==> config.mk <==
export PLATFORM = sky130hd
export DESIGN_NAME = ir_command_receiver_flat
export DESIGN_NICKNAME = d
export VERILOG_FILES = /design/src/rtl/ir_protocol_pkg.sv /design/src/rtl/ir_command_receiver_if.sv /design/src/rtl/ir_edge_sync.sv /design/src/rtl/ir_command_receiver.sv /design/src/flat_wrapper.sv
export SDC_FILE = /design/constraint.sdc
export NUM_CORES = 1
export LEC_CHECK = 0
export ABC_AREA = 0
export CAP_MARGIN = 25
export CORE_ASPECT_RATIO = 1.4
export CORE_UTILIZATION = 35
export CTS_CLUSTER_DIAMETER = 80
export DETAILED_ROUTE_END_ITERATION = 12
export GPL_TIMING_DRIVEN = 0
export HOLD_SLACK_MARGIN = 0.02
export PLACE_DENSITY = 0.48
export SLEW_MARGIN = 10
export SYNTH_ARGS = -nofsm -noshare
export SYNTH_HDL_FRONTEND = slang
export SYNTH_SLANG_ARGS = --single-unit
==> constraint.sdc <==
create_clock -name clock -period 3.4 [get_ports clock]
set_input_delay 0.68 -clock clock [delete_from_list [all_inputs] [get_ports clock]]
set_output_delay 0.68 -clock clock [all_outputs]
set_load 0.02 [all_outputs]
==> src/rtl/ir_protocol_pkg.sv <==
// rtl/ir_protocol_pkg.sv - shared SIRC-style IR move-command protocol definitions
package ir_protocol_pkg;

    localparam int CMD_W     = 12;
    localparam int CNT_W     = 17;
    localparam int RPT_W     = 22;
    localparam int BIT_IDX_W = 4;

    // Pulse-width timing at 27 MHz, shared with the transmitter side.
    localparam logic [CNT_W-1:0] START_MIN_CLKS     = 17'd54000;
    localparam logic [CNT_W-1:0] START_MAX_CLKS     = 17'd81000;
    localparam logic [CNT_W-1:0] ONE_MIN_CLKS       = 17'd24300;
    localparam logic [CNT_W-1:0] MARK_MIN_CLKS      = 17'd8100;
    localparam logic [CNT_W-1:0] MARK_MAX_CLKS      = 17'd43200;
    localparam logic [CNT_W-1:0] SPACE_MAX_CLKS     = 17'd32400;
    localparam logic [RPT_W-1:0] REPEAT_WINDOW_CLKS = 22'd2700000;

    localparam logic [BIT_IDX_W-1:0] LAST_BIT_IDX = 4'd11;

    typedef enum logic [2:0] {
        ST_IDLE  = 3'd0,
        ST_START = 3'd1,
        ST_SPACE = 3'd2,
        ST_BIT   = 3'd3,
        ST_DONE  = 3'd4
    } ir_state_e;

    // Field layout of the move command: distance in [7:0], angle in [11:8].
    typedef struct packed {
        logic [3:0] angle;
        logic [7:0] distance;
    } move_cmd_t;

endpackage

==> src/rtl/ir_command_receiver_if.sv <==
// rtl/ir_command_receiver_if.sv - IR input and decoded command outputs of the receiver
interface ir_command_receiver_if;
    import ir_protocol_pkg::*;

    logic             ir_in;
    logic [CMD_W-1:0] move_command;
    logic             command_valid;
    logic             new_command;
    logic             frame_error;
    logic             busy;

    modport master (
        input  ir_in,
        output move_command,
        output command_valid,
        output new_command,
        output frame_error,
        output busy
    );

    modport slave (
        output ir_in,
        input  move_command,
        input  command_valid,
        input  new_command,
        input  frame_error,
        input  busy
    );

endinterface

==> src/rtl/ir_edge_sync.sv <==
// rtl/ir_edge_sync.sv - 2-flop synchronizer for the active-low IR input with mark edge pulses
module ir_edge_sync (
    input  logic clock,
    input  logic reset,
    input  logic ir_in,
    output logic mark,
    output logic mark_rise,
    output logic mark_fall
);

    logic sync1_q, sync1_d;
    logic sync2_q, sync2_d;
    logic mark_prev_q, mark_prev_d;

    always_comb begin
        sync1_d     = ir_in;
        sync2_d     = sync1_q;
        mark_prev_d = ~sync2_q;
    end

    // Synchronizer resets to the idle (no carrier) level so reset never fakes an edge.
    always_ff @(posedge clock or posedge reset) begin
        if (reset) begin
            sync1_q     <= 1'b1;
            sync2_q     <= 1'b1;
            mark_prev_q <= 1'b0;
        end else begin
            sync1_q     <= sync1_d;
            sync2_q     <= sync2_d;
            mark_prev_q <= mark_prev_d;
        end
    end

    assign mark      = ~sync2_q;
    assign mark_rise = mark & ~mark_prev_q;
    assign mark_fall = ~mark & mark_prev_q;

endmodule

==> src/rtl/ir_command_receiver.sv <==
// rtl/ir_command_receiver.sv - pulse-width IR frame decoder with repeat-frame suppression
module ir_command_receiver
    import ir_protocol_pkg::*;
#(
    parameter logic [CNT_W-1:0] START_MIN     = START_MIN_CLKS,
    parameter logic [CNT_W-1:0] START_MAX     = START_MAX_CLKS,
    parameter logic [CNT_W-1:0] ONE_MIN       = ONE_MIN_CLKS,
    parameter logic [CNT_W-1:0] MARK_MIN      = MARK_MIN_CLKS,
    parameter logic [CNT_W-1:0] MARK_MAX      = MARK_MAX_CLKS,
    parameter logic [CNT_W-1:0] SPACE_MAX     = SPACE_MAX_CLKS,
    parameter logic [RPT_W-1:0] REPEAT_WINDOW = REPEAT_WINDOW_CLKS
) (
    input  logic                  clock,
    input  logic                  reset,
    ir_command_receiver_if.master bus
);

    logic mark, mark_rise, mark_fall;

    ir_edge_sync u_edge_sync (
        .clock     (clock),
        .reset     (reset),
        .ir_in     (bus.ir_in),
        .mark      (mark),
        .mark_rise (mark_rise),
        .mark_fall (mark_fall)
    );

    ir_state_e            state_q, state_d;
    logic [CNT_W-1:0]     cnt_q, cnt_d;
    logic [BIT_IDX_W-1:0] bit_idx_q, bit_idx_d;
    logic [CMD_W-1:0]     shreg_q, shreg_d;
    move_cmd_t            last_cmd_q, last_cmd_d;
    logic [RPT_W-1:0]     rpt_q, rpt_d;
    move_cmd_t            move_command_q, move_command_d;
    logic                 command_valid_q, command_valid_d;
    logic                 new_command_q, new_command_d;
    logic                 frame_error_q, frame_error_d;
    logic                 busy_q, busy_d;

    // cnt_len is the length of the current mark/space including this cycle's sample,
    // so a pulse held for exactly N clocks is measured as N at its terminating edge.
    logic [CNT_W-1:0] cnt_len;
    logic [RPT_W-1:0] rpt_inc;

    assign cnt_len = (&cnt_q) ? cnt_q : cnt_q + 17'd1;
    assign rpt_inc = (&rpt_q) ? rpt_q : rpt_q + 22'd1;

    always_comb begin
        state_d         = state_q;
        cnt_d           = cnt_q;
        bit_idx_d       = bit_idx_q;
        shreg_d         = shreg_q;
        last_cmd_d      = last_cmd_q;
        rpt_d           = rpt_inc;
        move_command_d  = move_command_q;
        command_valid_d = 1'b0;
        new_command_d   = 1'b0;
        frame_error_d   = 1'b0;

        unique case (state_q)
            ST_IDLE: begin
                if (mark_rise) begin
                    cnt_d   = '0;
                    state_d = ST_START;
                end
            end
            ST_START: begin
                if (mark_fall) begin
                    cnt_d = '0;
                    if (cnt_len >= START_MIN && cnt_len <= START_MAX) begin
                        bit_idx_d = '0;
                        state_d   = ST_SPACE;
                    end else begin
                        frame_error_d = 1'b1;
                        state_d       = ST_IDLE;
                    end
                end else if (mark) begin
                    cnt_d = cnt_len;
                end
            end
            ST_SPACE: begin
                if (mark_rise) begin
                    cnt_d   = '0;
                    state_d = ST_BIT;
                end else if (cnt_len > SPACE_MAX) begin
                    frame_error_d = 1'b1;
                    state_d       = ST_IDLE;
                end else if (!mark) begin
                    cnt_d = cnt_len;
                end
            end
            ST_BIT: begin
                // Edge wins over a threshold crossing in the same cycle.
                if (mark_fall) begin
                    cnt_d = '0;
                    if (cnt_len < MARK_MIN) begin
                        frame_error_d = 1'b1;
                        state_d       = ST_IDLE;
                    end else begin
                        shreg_d   = {(cnt_len >= ONE_MIN), shreg_q[CMD_W-1:1]};
                        bit_idx_d = bit_idx_q + 4'd1;
                        state_d   = (bit_idx_q == LAST_BIT_IDX) ? ST_DONE : ST_SPACE;
                    end
                end else if (cnt_len > MARK_MAX) begin
                    frame_error_d = 1'b1;
                    state_d       = ST_IDLE;
                end else if (mark) begin
                    cnt_d = cnt_len;
                end
            end
            ST_DONE: begin
                move_command_d  = move_cmd_t'(shreg_q);
                command_valid_d = 1'b1;
                new_command_d   = (shreg_q != CMD_W'(last_cmd_q)) || (rpt_q >= REPEAT_WINDOW);
                last_cmd_d      = move_cmd_t'(shreg_q);
                rpt_d           = '0;
                state_d         = ST_IDLE;
            end
            default: begin
                state_d = ST_IDLE;
            end
        endcase

        busy_d = (state_d != ST_IDLE);
    end

    // Repeat timer resets saturated so the first frame after reset is always new.
    always_ff @(posedge clock or posedge reset) begin
        if (reset) begin
            state_q         <= ST_IDLE;
            cnt_q           <= '0;
            bit_idx_q       <= '0;
            shreg_q         <= '0;
            last_cmd_q      <= '0;
            rpt_q           <= '1;
            move_command_q  <= '0;
            command_valid_q <= 1'b0;
            new_command_q   <= 1'b0;
            frame_error_q   <= 1'b0;
            busy_q          <= 1'b0;
        end else begin
            state_q         <= state_d;
            cnt_q           <= cnt_d;
            bit_idx_q       <= bit_idx_d;
            shreg_q         <= shreg_d;
            last_cmd_q      <= last_cmd_d;
            rpt_q           <= rpt_d;
            move_command_q  <= move_command_d;
            command_valid_q <= command_valid_d;
            new_command_q   <= new_command_d;
            frame_error_q   <= frame_error_d;
            busy_q          <= busy_d;
        end
    end

    assign bus.move_command  = move_command_q;
    assign bus.command_valid = command_valid_q;
    assign bus.new_command   = new_command_q;
    assign bus.frame_error   = frame_error_q;
    assign bus.busy          = busy_q;

endmodule

==> src/flat_wrapper.sv <==
// flat-port wrapper written by rule: the top's interface ports become plain ports
module ir_command_receiver_flat import ir_protocol_pkg::*;
#(
    parameter logic [CNT_W-1:0] START_MIN     = START_MIN_CLKS,
    parameter logic [CNT_W-1:0] START_MAX     = START_MAX_CLKS,
    parameter logic [CNT_W-1:0] ONE_MIN       = ONE_MIN_CLKS,
    parameter logic [CNT_W-1:0] MARK_MIN      = MARK_MIN_CLKS,
    parameter logic [CNT_W-1:0] MARK_MAX      = MARK_MAX_CLKS,
    parameter logic [CNT_W-1:0] SPACE_MAX     = SPACE_MAX_CLKS,
    parameter logic [RPT_W-1:0] REPEAT_WINDOW = REPEAT_WINDOW_CLKS
)
  (clock, reset, bus_ir_in, bus_move_command, bus_command_valid, bus_new_command, bus_frame_error, bus_busy);
  ir_command_receiver_if bus_i ();
  input  logic clock;
  input  logic reset;
  input wire logic [$bits(bus_i.ir_in)-1:0] bus_ir_in;
  output wire logic [$bits(bus_i.move_command)-1:0] bus_move_command;
  output wire logic [$bits(bus_i.command_valid)-1:0] bus_command_valid;
  output wire logic [$bits(bus_i.new_command)-1:0] bus_new_command;
  output wire logic [$bits(bus_i.frame_error)-1:0] bus_frame_error;
  output wire logic [$bits(bus_i.busy)-1:0] bus_busy;
  assign bus_i.ir_in = bus_ir_in;
  assign bus_move_command = bus_i.move_command;
  assign bus_command_valid = bus_i.command_valid;
  assign bus_new_command = bus_i.new_command;
  assign bus_frame_error = bus_i.frame_error;
  assign bus_busy = bus_i.busy;
  ir_command_receiver #(.START_MIN(START_MIN), .START_MAX(START_MAX), .ONE_MIN(ONE_MIN), .MARK_MIN(MARK_MIN), .MARK_MAX(MARK_MAX), .SPACE_MAX(SPACE_MAX), .REPEAT_WINDOW(REPEAT_WINDOW)) u_core (.clock(clock), .reset(reset), .bus(bus_i));
endmodule
==> results.yml <==
clocking:
  cts.sinks: 77
  ctsHoldBuffers: 0
  insertion_delay_ns: 0.34
  root_buffer: "clkbuf_16"
  cts_tree: "built"
  clkSlewWorstSetupHoldPaths_ns: 0.07
  cts_buffer_depth: 2
  h-tree-depth: 3
  numCtsBuffers: 9
yosys:
  synth_edf_count: 0
  synth_xor_area_share_pct: 7.587
  syn_nets: 513
  synth_compound_area_share_pct: 16.68
  synth-simple-area-share_pct: 21.86
  synth_cells: 506
  synthMuxAreaShare_pct: 7.031
  synthFlopType: "dfrtp_1"
  synth-seq-area-share_pct: 41.34
  synth_area_per_cell_um2: 9.354
  synth_fa_ha_area_share_pct: 1.057
  synthArstFlopShare_pct: 100.0
  ys_ff_latch: 77
  post-synth-top-count-cell: "dfrtp_1"
  yosys_warnings: 0
  synth_top_area_cell: "dfrtp_1"
  ys_types: 63
  synth_area_um2: 4733
  ys_top_cells_by_area: "dfrtp_1, dfstp_2, mux2_2, xor2_1, nor2_1"
  synthTopCellsByCount: "dfrtp_1, nor2_1, nand2_1"
  synth_top_family_by_area: "simple AND/OR/NAND/NOR gates"
  yosysTopAreaCellShare_pct: 28.02
critical_path:
  crit_path_cell_trace: "buf_6, nand4_1, buf_4, or4_1, xnor2_1, and3_1, and4_1, a211o_4, o211ai_4, buf_8, nor2_1, o22a_1"
  cp_max_fo: 10
  worst_r2r_path_depth: 12
  startpoint: "u_core.cnt_q[5]"
  cp.arrival_ns: 3.47
  rr_startpoint: "u_core.cnt_q[5]"
  r2r-end: "u_core.cnt_q[9]"
  reg2reg_slack_ns: 0.15
  criticalPathCategory: "reg2reg"
  max_stage_delay_ns: 0.63
  end_kind: "flop"
  crit_required_ns: 3.63
  critPathTopFamily: "simple AND/OR/NAND/NOR gates"
  worstPathBufferInverterCount: 3
  cp_slowest_cell: "or4_1"
  startpoint_type: "flop"
floorplanning:
  start_util_pct: 36.42
  coreArea_um2: 13000
  ios: 19
  die_w_um: 100.3
  die-height_um: 139.6
  die_area_um2: 14000
  rows: 49
finish:
  layout-drive-gt1-share_pct: 22.81
  antenna-diode-count: 0
  nNetsFinal: 550
  instances_no_fill: 726
  area_growth_pct: 20.27
place:
  gp_congestion: 0.8706
  hpwl_mm: 9.162
  post-place-cells: 703
  io_buffers: 18
  pre_cts_ws_ns: -0.3335
grt:
  gr-total-overflow: 0
  antenna_found_initial: 0
  grt.total_usage_pct: 18.85
  grt_pass1_wl_mm: 20.67
  grt_pass1_vias: 4044
  grt_max_degree: 58
route:
  wl_per_cell_um: 17.25
  num_vias: 3956
  ant_nets: 0
  drc: 0
  wl_met1_mm: 4.996
  vias_per_cell: 5.449
  top_layer: "met4"
  drt_first_pass_iters: 4
  drt_iter0_drc: 155
  wirelength_mm: 12.53
  dr_wl_met3_um: 330
  route.met2.wl_mm: 6.832
pwr:
  p_leak_nw: 2.424
  power.density_nw_per_um2: 362.4
  ir_worst_vdd_uv: 190.3
min_path:
  hold_depth: 0
  min-delay-start: "u_core.u_edge_sync.sync1_q"
  hp-class: "reg2reg"
  min_to: "u_core.u_edge_sync.sync2_q"
sta:
  fin_worst_skew_ns: 0.01047
  fin_ws_ns: 0.1546
  slew_headroom_pct: 46.52
  rsz0062_at_grt: "yes"
  period_share_pct: 95.45
  report.final.slew_viol_count: 0
  tightest_slew_ns: 0.7978
  finalSetupTns_ns: 0
  hold_viol: 0
  layout_min_cycle_time_ns: 3.245
  fmax_mhz: 308.1
  setup_viol: 0
flow_run:
  drv_cap: 0
status:
  status: "finished, final reports clean"
[power breakdown]
| part | total (mW) | switching (mW) | internal [mW] |
|---|---|---|---|
| clock network | 0.974 | 0.449 | 0.525 |
| logic | 0.153 | 0.101 | 0.0517 |
| registers | 0.936 | 0.00737 | 0.929 |
| total | 2.06 | 0.558 | 1.51 |
[routing by layer]
layer	track usage, %	up-vias
li1	-	1927
met1	20.87	1945
met2	34.39	63
met3	2.813	21
met4	9.458	0
met5	0	-
[worst max-delay path by stage]
stage,depth (start not counted),endpoint
4_1_cts,12,u_core.cnt_q[9]
3_3_place_gp,2,u_core.cnt_q[5]
6_report,12,u_core.cnt_q[9]
5_1_grt,10,u_core.shreg_q[2]
3_5_place_dp,10,u_core.bus.busy
2_1_floorplan,12,u_core.cnt_q[15]
[state kept, by name, indices dropped and copies added, names as in the netlist, 3 cells and up]
register and flops:
u_core.bit_idx_q 4, u_core.state_q 3, u_core.cnt_q 17, u_core.shreg_q 12
u_core.last_cmd_q 12, u_core.rpt_q 22
[through the flow]
step	power, mW	cell area, um^2	utilization (%)	hold WS (ns)
final	2.063	5693	43.80	0.3562
after global placement	1.093	5136	39.52	0.3466
after global routing	2.150	5693	43.80	0.3596
after CTS	2.099	5540	42.63	0.3572
after floorplan	1.047	4733	-	0.3452
after detailed placement	1.098	5171	39.79	0.3468
[cell usage in the layout (no fill, tap or decap), types with 4 or more instances in the layout]
cell type        count
clkbuf_1            12
a21o_1               4
nor3b_1              4
dfstp_2             24
a31oi_1             11
o22a_1               7
buf_2               11
nand3_1             27
ha_1                 4
dfrtp_1             50
nor2b_1              4
inv_1               12
nand2b_1             4
o22ai_1              4
and3_1              14
a21oi_1             23
clkbuf_16            9
nor2_1              42
nor3_1               8
o21ai_1              4
o21ai_0             16
o31ai_1              9
xor2_1              28
xnor2_1             12
clkdlybuf4s50_1     18
nor4_1               7
nand4_1             11
a211oi_1             6
and4_1               8
buf_4               11
mux2_2              26
nand2_1             41
[layout make-up]
type	instances	area (um^2)
multi-input combinational	381	2685
fill	1313	7305
clock inverter	7	76.32
sequential	77	1961
clock buffer	9	225.2
buffer	31	171.4
tap	178	222.7
inverter	13	51.30
timing repair buffer	30	300.3
[kinds of logic (layout without fill, tap and decap cells)]
| group | Yosys count | after routing |
|---|---|---|
| flops | 77 | 77 |
| fa+ha+maj | 4 | 4 |
| buf+inv | 48 | 90 |
| mux | 30 | 30 |
| simple gates | 193 | 193 |
| compound gates | 113 | 113 |
| xor+xnor | 41 | 41 |
[what timing repair did]
action                                  CTS  global route
gates cloned                              0             1
endpoints found under the setup margin   31            31
pin swaps                                 3             3
gates resized for setup                   9            24
setup buffers                             4             6
Power figures use the tool's default switching activity.
